File: src/rtl/control_area_sequencer_if.sv
// Word-read memory port between the sequencer (master) and program memory (slave).
interface control_area_sequencer_if;
  localparam int unsigned ADDR_W = 20;
  localparam int unsigned DATA_W = 32;

  logic              mem_req;
  logic [ADDR_W-1:0] mem_addr;
  logic              mem_ack;
  logic [DATA_W-1:0] mem_data;

  modport master (output mem_req, output mem_addr, input mem_ack, input mem_data);
  modport slave  (input mem_req, input mem_addr, output mem_ack, output mem_data);
endinterface

File: src/rtl/control_area_sequencer.sv
// Fetches and executes ICA (per-field) and DCA (per-line) control programs,
// producing register writes, video start address reloads and interrupts.
module control_area_sequencer #(
  localparam int unsigned AW    = 20,
  localparam int unsigned DW    = 32,
  localparam int unsigned OPW   = 8,
  localparam int unsigned RAW   = 7,
  localparam int unsigned RDW   = 24,
  localparam int unsigned CNTW  = 4
) (
  input  logic                     clk,
  input  logic                     reset,
  input  logic                     new_frame,
  input  logic                     new_line,
  input  logic                     display_active,
  input  logic                     dca_enable,
  input  logic [AW-1:0]            ica_base,
  control_area_sequencer_if.master mem,
  output logic                     reg_we,
  output logic [RAW-1:0]           reg_addr,
  output logic [RDW-1:0]           reg_data,
  output logic                     vsr_load,
  output logic [AW-1:0]            vsr_data,
  output logic                     irq,
  output logic                     overrun,
  output logic                     busy
);

  typedef enum logic [1:0] {
    IDLE  = 2'd0,
    FETCH = 2'd1,
    EXEC  = 2'd2
  } state_t;

  localparam logic [CNTW-1:0] LAST_DCA_INSTR = CNTW'(15);
  localparam logic [AW-1:0]   DCA_STRIDE     = AW'(16);

  state_t          state_q, state_d;
  logic            mode_dca_q, mode_dca_d;
  logic [OPW-1:0]  op_q, op_d;
  logic [AW-1:0]   arg_q, arg_d;
  logic [AW-1:0]   ptr_q, ptr_d;
  logic [AW-1:0]   dcp_q, dcp_d;
  logic [AW-1:0]   line_base_q, line_base_d;
  logic [AW-1:0]   reload_val_q, reload_val_d;
  logic            reload_pend_q, reload_pend_d;
  logic            pend_ica_q, pend_ica_d;
  logic            pend_dca_q, pend_dca_d;
  logic [CNTW-1:0] exec_cnt_q, exec_cnt_d;
  logic            mem_req_q, mem_req_d;

  logic            reg_we_d, vsr_load_d, irq_d, overrun_d, busy_d;
  logic [RAW-1:0]  reg_addr_d;
  logic [RDW-1:0]  reg_data_d;
  logic [AW-1:0]   vsr_data_d;

  logic            start, abort, finish;
  logic [OPW-1:0]  fetched_op;

  assign mem.mem_req  = mem_req_q;
  assign mem.mem_addr = ptr_q;
  assign fetched_op   = mem.mem_data[DW-1 -: OPW];

  // Next-state, datapath and output decode
  always_comb begin
    state_d       = state_q;
    mode_dca_d    = mode_dca_q;
    op_d          = op_q;
    arg_d         = arg_q;
    ptr_d         = ptr_q;
    dcp_d         = dcp_q;
    line_base_d   = line_base_q;
    reload_val_d  = reload_val_q;
    reload_pend_d = reload_pend_q;
    exec_cnt_d    = exec_cnt_q;
    reg_we_d      = 1'b0;
    reg_addr_d    = reg_addr;
    reg_data_d    = reg_data;
    vsr_load_d    = 1'b0;
    vsr_data_d    = vsr_data;
    irq_d         = 1'b0;
    overrun_d     = 1'b0;
    start         = 1'b0;
    abort         = 1'b0;
    finish        = 1'b0;

    // A frame start outranks and cancels any line start
    pend_ica_d = pend_ica_q | new_frame;
    pend_dca_d = (pend_dca_q | (new_line & display_active & dca_enable)) & ~new_frame;

    case (state_q)
      IDLE: begin
        start = pend_ica_d | pend_dca_d;
      end
      FETCH: begin
        if (mem.mem_ack) begin
          if (pend_ica_d | pend_dca_d) begin
            start = 1'b1;
            abort = 1'b1;
          end else begin
            state_d    = EXEC;
            op_d       = fetched_op;
            arg_d      = mem.mem_data[AW-1:0];
            ptr_d      = ptr_q + AW'(1);
            reg_we_d   = fetched_op[OPW-1];
            vsr_load_d = (fetched_op[OPW-1 -: 4] == 4'h4);
            irq_d      = (fetched_op[OPW-1 -: 4] == 4'h6);
            if (fetched_op[OPW-1]) begin
              reg_addr_d = fetched_op[RAW-1:0];
              reg_data_d = mem.mem_data[RDW-1:0];
            end
            if (fetched_op[OPW-1 -: 4] == 4'h4) begin
              vsr_data_d = mem.mem_data[AW-1:0];
            end
          end
        end
      end
      EXEC: begin
        // ICA reloads land in dcp at once; DCA reloads wait for program end
        if (op_q[OPW-1 -: 3] == 3'b001) begin
          if (mode_dca_q) begin
            reload_pend_d = 1'b1;
            reload_val_d  = arg_q;
          end else begin
            dcp_d = arg_q;
          end
        end
        exec_cnt_d = exec_cnt_q + CNTW'(1);
        finish     = (op_q[OPW-1 -: 4] == 4'h0) || (op_q[OPW-1 -: 4] == 4'h3) ||
                     (mode_dca_q && (exec_cnt_q == LAST_DCA_INSTR));
        state_d    = finish ? IDLE : FETCH;
        if (pend_ica_d | pend_dca_d) begin
          start = 1'b1;
          abort = ~finish;
        end
      end
      default: begin
        state_d = IDLE;
      end
    endcase

    if (mode_dca_q && (finish || abort)) begin
      dcp_d         = reload_pend_d ? reload_val_d : line_base_q + DCA_STRIDE;
      reload_pend_d = 1'b0;
    end

    if (start) begin
      state_d   = FETCH;
      overrun_d = abort;
      if (pend_ica_d) begin
        mode_dca_d = 1'b0;
        ptr_d      = ica_base;
        pend_ica_d = 1'b0;
      end else begin
        mode_dca_d  = 1'b1;
        ptr_d       = dcp_d;
        line_base_d = dcp_d;
        exec_cnt_d  = '0;
        pend_dca_d  = 1'b0;
      end
    end

    mem_req_d = (state_d == FETCH);
    busy_d    = (state_d != IDLE);
  end

  // State and output registers
  always_ff @(posedge clk) begin
    if (reset) begin
      state_q       <= IDLE;
      mode_dca_q    <= 1'b0;
      op_q          <= '0;
      arg_q         <= '0;
      ptr_q         <= '0;
      dcp_q         <= '0;
      line_base_q   <= '0;
      reload_val_q  <= '0;
      reload_pend_q <= 1'b0;
      pend_ica_q    <= 1'b0;
      pend_dca_q    <= 1'b0;
      exec_cnt_q    <= '0;
      mem_req_q     <= 1'b0;
      reg_we        <= 1'b0;
      reg_addr      <= '0;
      reg_data      <= '0;
      vsr_load      <= 1'b0;
      vsr_data      <= '0;
      irq           <= 1'b0;
      overrun       <= 1'b0;
      busy          <= 1'b0;
    end else begin
      state_q       <= state_d;
      mode_dca_q    <= mode_dca_d;
      op_q          <= op_d;
      arg_q         <= arg_d;
      ptr_q         <= ptr_d;
      dcp_q         <= dcp_d;
      line_base_q   <= line_base_d;
      reload_val_q  <= reload_val_d;
      reload_pend_q <= reload_pend_d;
      pend_ica_q    <= pend_ica_d;
      pend_dca_q    <= pend_dca_d;
      exec_cnt_q    <= exec_cnt_d;
      mem_req_q     <= mem_req_d;
      reg_we        <= reg_we_d;
      reg_addr      <= reg_addr_d;
      reg_data      <= reg_data_d;
      vsr_load      <= vsr_load_d;
      vsr_data      <= vsr_data_d;
      irq           <= irq_d;
      overrun       <= overrun_d;
      busy          <= busy_d;
    end
  end

endmodule

File: src/flat_wrapper.sv
// flat-port wrapper written by rule: the top's interface ports become plain ports
module control_area_sequencer_flat 
#(
  localparam int unsigned AW    = 20,
  localparam int unsigned DW    = 32,
  localparam int unsigned OPW   = 8,
  localparam int unsigned RAW   = 7,
  localparam int unsigned RDW   = 24,
  localparam int unsigned CNTW  = 4
)
  (clk, reset, new_frame, new_line, display_active, dca_enable, ica_base, reg_we, reg_addr, reg_data, vsr_load, vsr_data, irq, overrun, busy, mem_mem_req, mem_mem_addr, mem_mem_ack, mem_mem_data);
  control_area_sequencer_if mem_i ();
  input  logic clk;
  input  logic reset;
  input  logic new_frame;
  input  logic new_line;
  input  logic display_active;
  input  logic dca_enable;
  input  logic [AW-1:0] ica_base;
  output logic reg_we;
  output logic [RAW-1:0] reg_addr;
  output logic [RDW-1:0] reg_data;
  output logic vsr_load;
  output logic [AW-1:0] vsr_data;
  output logic irq;
  output logic overrun;
  output logic busy;
  output wire logic [$bits(mem_i.mem_req)-1:0] mem_mem_req;
  output wire logic [$bits(mem_i.mem_addr)-1:0] mem_mem_addr;
  input wire logic [$bits(mem_i.mem_ack)-1:0] mem_mem_ack;
  input wire logic [$bits(mem_i.mem_data)-1:0] mem_mem_data;
  assign mem_mem_req = mem_i.mem_req;
  assign mem_mem_addr = mem_i.mem_addr;
  assign mem_i.mem_ack = mem_mem_ack;
  assign mem_i.mem_data = mem_mem_data;
  control_area_sequencer u_core (.clk(clk), .reset(reset), .new_frame(new_frame), .new_line(new_line), .display_active(display_active), .dca_enable(dca_enable), .ica_base(ica_base), .mem(mem_i), .reg_we(reg_we), .reg_addr(reg_addr), .reg_data(reg_data), .vsr_load(vsr_load), .vsr_data(vsr_data), .irq(irq), .overrun(overrun), .busy(busy));
endmodule
File: config.mk
export PLATFORM = sky130hd
export DESIGN_NAME = control_area_sequencer_flat
export DESIGN_NICKNAME = d
export VERILOG_FILES = /design/src/rtl/control_area_sequencer_if.sv /design/src/rtl/control_area_sequencer.sv /design/src/flat_wrapper.sv
export SDC_FILE = /design/constraint.sdc
export NUM_CORES = 1
export LEC_CHECK = 0
export BUFFER_PORTS_ARGS = -buffer_cell sky130_fd_sc_hd__buf_2
export CAP_MARGIN = 20
export CORE_AREA = 5 5 196 122
export DETAILED_ROUTE_END_ITERATION = 8
export DIE_AREA = 0 0 201 127
export HOLD_SLACK_MARGIN = 0.15
export SKIP_CTS_REPAIR_TIMING = 1
export SYNTH_ARGS = -nofsm -noshare
export SYNTH_HDL_FRONTEND = slang
export SYNTH_SLANG_ARGS = --single-unit
File: constraint.sdc
create_clock -name clk -period 3.1 [get_ports clk]
set_clock_uncertainty 0.1 [all_clocks]
set_input_delay 0.31 -clock clk [delete_from_list [all_inputs] [get_ports clk]]
set_output_delay 0.31 -clock clk [all_outputs]
set_load 0.1 [all_outputs]
==> results.py <==
metrics = {
    "synthesis": {
        "synthesis.area_mm2": 0.00757,
        "ys_ff_latch": 171,
        "async_flop_share_pct": 0,
        "yosys_most_used_dff": "dfxtp_1",
        "synthesis.nets": 994,
        "synth_edf_count": 0,
        "yosysWarnings": 0,
        "syn_area_per_cell_um2": 8.16,
        "yosysSeqAreaShare_pct": 45.2,
        "synth.distinct_cells": 77,
        "synthCells": 928,
    },
    "layout": {
        "n_antenna_cell": 0,
        "final_area_mm2": 0.00969,
        "fillers": 2154,
        "multiInputGateArea_mm2": 0.00385,
        "nets": 1160,
        "syn2layout_area_growth_pct": 27.9,
        "drive_gt1_share_pct": 20.5,
        "regArea_mm2": 0.00342,
    },
    "status": {
        "status": "completed",
    },
    "route": {
        "wl_per_cell_um": 16.5,
        "via_count": 7241,
        "ant_nets": 0,
        "via_per_inst": 5.20,
        "routed_wl_mm": 23.0,
        "drc": 0,
        "dr.pass1.iters": 5,
        "drtIter0Drc": 497,
    },
    "sta": {
        "setup_tns_ps": 0,
        "max_freq_mhz": 372,
        "maxSlewHeadroom_pct": 40.7,
        "fin_crit_ps": 2690,
        "final_max_slew_viol_count": 0,
        "grt_setup_unrepaired": "no",
        "worst_pin_slew_ps": 888,
        "setup_viol": 0,
        "finalCritPeriodShare_pct": 86.7,
        "final_hold_viol_count": 0,
        "whs_ps": 136,
    },
    "floorplanning": {
        "core_mm2": 0.0218,
        "die-area_mm2": 0.0255,
        "die_width_um": 201,
        "die_h_um": 127,
        "initial_core_util_pct": 34.7,
        "ios": 136,
        "row_count": 42,
    },
    "clock_network": {
        "htree_levels": 4,
        "clk_latency_ps": 440,
        "numCtsBuffers": 17,
        "cts_root_buffer": "clkbuf_16",
        "cts_sinks": 171,
        "clk_pin_slew_ps": 70,
        "cts_tree": "built",
        "clockBufferDepth": 2,
    },
    "critical_path": {
        "cp_slowest_stage_delay_ps": 400,
        "crit_arrival_ps": 2940,
        "cp_slowest_cell": "ha_1",
        "cp-end-kind": "register",
        "cp_max_fo": 27,
        "path_cells": "inv_1 > ha_1 > and4bb_4 > and2_1 > buf_4 > a22oi_1 > o311ai_1 > nand3_1 > a211oi_1",
        "start_kind": "register",
        "cp.required_ps": 3350,
        "criticalPathCategory": "reg -> reg",
    },
    "global_route": {
        "overflow": 0,
        "track_usage_pct": 17.4,
        "grt_max_degree": 58,
        "grt_pass1_vias": 6471,
        "grt_pass1_wl_mm": 36.1,
        "grt_antenna_before_repair": 0,
    },
    "run": {
        "maxCapViolations": 0,
    },
    "placement": {
        "io_buffers": 135,
        "placed_area_mm2": 0.00856,
        "gp_congestion": 0.848,
        "hpwlAfterDp_mm": 16.8,
    },
    "power_and_ir_drop": {
        "vdd_drop_max_v": 0.000351,
        "leakagePower_nw": 3.65,
        "powerDensity_mw_per_mm2": 581,
    },
    "worst_hold_path": {
        "hp-class": "in -> reg",
    },
}
synthesized netlist by cell type, drive strengths merged, types with 3 or more instances:
cell	number	share of area, %
o32ai	3	0.35
nand4	10	1.0
o31ai	3	0.30
a2111oi	5	0.99
a221oi	5	0.66
o21bai	8	0.79
o22ai	10	0.83
nand2	241	12
nor3	16	1.1
o211ai	3	0.30
clkbuf	32	1.6
buf	30	2.2
a32o	3	0.40
o21ai	19	1.3
a21o	4	0.43
a21boi	3	0.30
a31oi	8	0.66
nand3	25	1.8
inv	8	0.40
and4	3	0.35
nand2b	6	0.50
dfxtp	171	45
a21oi	128	8.5
o221ai	4	0.46
xnor2	13	1.5
o311ai	3	0.45
a211oi	20	2.4
or2	4	0.33
o2bb2ai	4	0.46
nor2	57	2.9
xor2	8	0.93
mux2i	10	1.3
ha	7	1.2
and3	7	0.64
a22oi	8	0.79
nor4	8	1.2
nand3b	4	0.40
metal layers:
layer  routed length [um]  vias to the layer above  GRT usage [%]
met5                    0                        -              0
met4                  248                        0           4.29
met3                 1300                       25           4.74
met2                 9910                      191           25.6
met1                11500                     3441           25.4
li1                     -                     3584              -
registers in the layout (all words and copies together) (netlist names), 2 cells and up:
signal	flops
u_core.reg_data	24
u_core.arg_q	20
u_core.dcp_q	20
u_core.line_base_q	20
u_core.mem.mem_addr	20
u_core.reload_val_q	20
u_core.vsr_data	20
u_core.reg_addr	7
u_core.exec_cnt_q	4
u_core.op_q	4
u_core.state_q	2
logic make-up (layout without fill, tap and decap cells):
kind of cell / count (synthesis) / in the layout / share of synthesized area [%]
flops: 171 / 171 / 45.2
buf+inv: 70 / 248 / 4.18
xor+xnor: 21 / 21 / 2.43
compound gates: 256 / 256 / 22.1
mux: 12 / 12 / 1.62
fa+ha+maj: 7 / 7 / 1.16
simple gates: 391 / 391 / 23.3
final timing paths:
path / start / to / slack [ps] / depth (start not counted)
max: u_core.state_q[0] / u_core.mem.mem_addr[16] / 410 / 9
min: ica_base[4] / u_core.mem.mem_addr[4] / 140 / 3
max reg2reg: u_core.state_q[0] / u_core.mem.mem_addr[16] / 410 / 9
min reg2reg: u_core.vsr_data[14] / u_core.vsr_data[14] / 350 / 2
stage by stage:
step | setup WS [ps] | util [%] | total power (W) | instances
floorplan | 313 | - | 0.00299 | 928
global placement | 549 | 39.3 | 0.00321 | 1315
detailed placement | 437 | 39.3 | 0.00322 | 1315
CTS | 421 | 42.3 | 0.00563 | 1346
global route | 217 | 44.4 | 0.00585 | 1392
finish | 411 | 44.4 | 0.00563 | 1392
worst max-delay path: cells and delay by family, from the launching register on:
kind                     cells  cell delay, ps
AO/OA/AOI/OAI                3             550
buffers and inverters        2             450
flip-flops                   1             350
adder cells (fa/ha/maj)      1             400
AND/OR/NAND/NOR              3             740
power breakdown:
part	total (W)	internal, W	switching [W]
logic	0.000881	0.000244	0.000637
clock network	0.00241	0.00148	0.000929
registers	0.00234	0.00226	0.0000782
total	0.00563	0.00398	0.00164
cells in the final DEF (no fill, tap or decap), types with 4 or more instances in the layout:
cell type      synthesis  layout
a211oi_1              15      15
a211oi_2               4       4
a21oi_1              128     128
a221oi_1               4       4
a22oi_1                8       8
a31oi_1                8       8
and3_1                 6       6
buf_2                 22     134
buf_4                  5      28
bufinv_16              0       5
clkbuf_16              0      17
dfxtp_1              171     171
dlygate4sd3_1          0      46
ha_1                   7       7
inv_1                  8       8
mux2i_1               10      10
nand2_1              241     241
nand2b_1               6       6
nand3_1               23      23
nand3b_1               4       4
nand4_1                9       9
nor2_1                56      56
nor3_1                15      14
o21ai_0               12      12
o21ai_1                7       7
o21bai_1               8       8
o221ai_1               4       4
o22ai_1               10      10
o2bb2ai_1              4       4
xnor2_1               13      13
xor2_1                 8       8
layout make-up:
cell class	instances	area share, %
Clock buffer	19	4.68
Timing Repair Buffer	209	14.1
Clock inverter	12	2.17
Inverter	8	0.310
Multi-Input combinational cell	687	39.8
Sequential cell	171	35.3
Tap cell	286	3.69
Note: power is estimated with default switching activity, not from simulation.
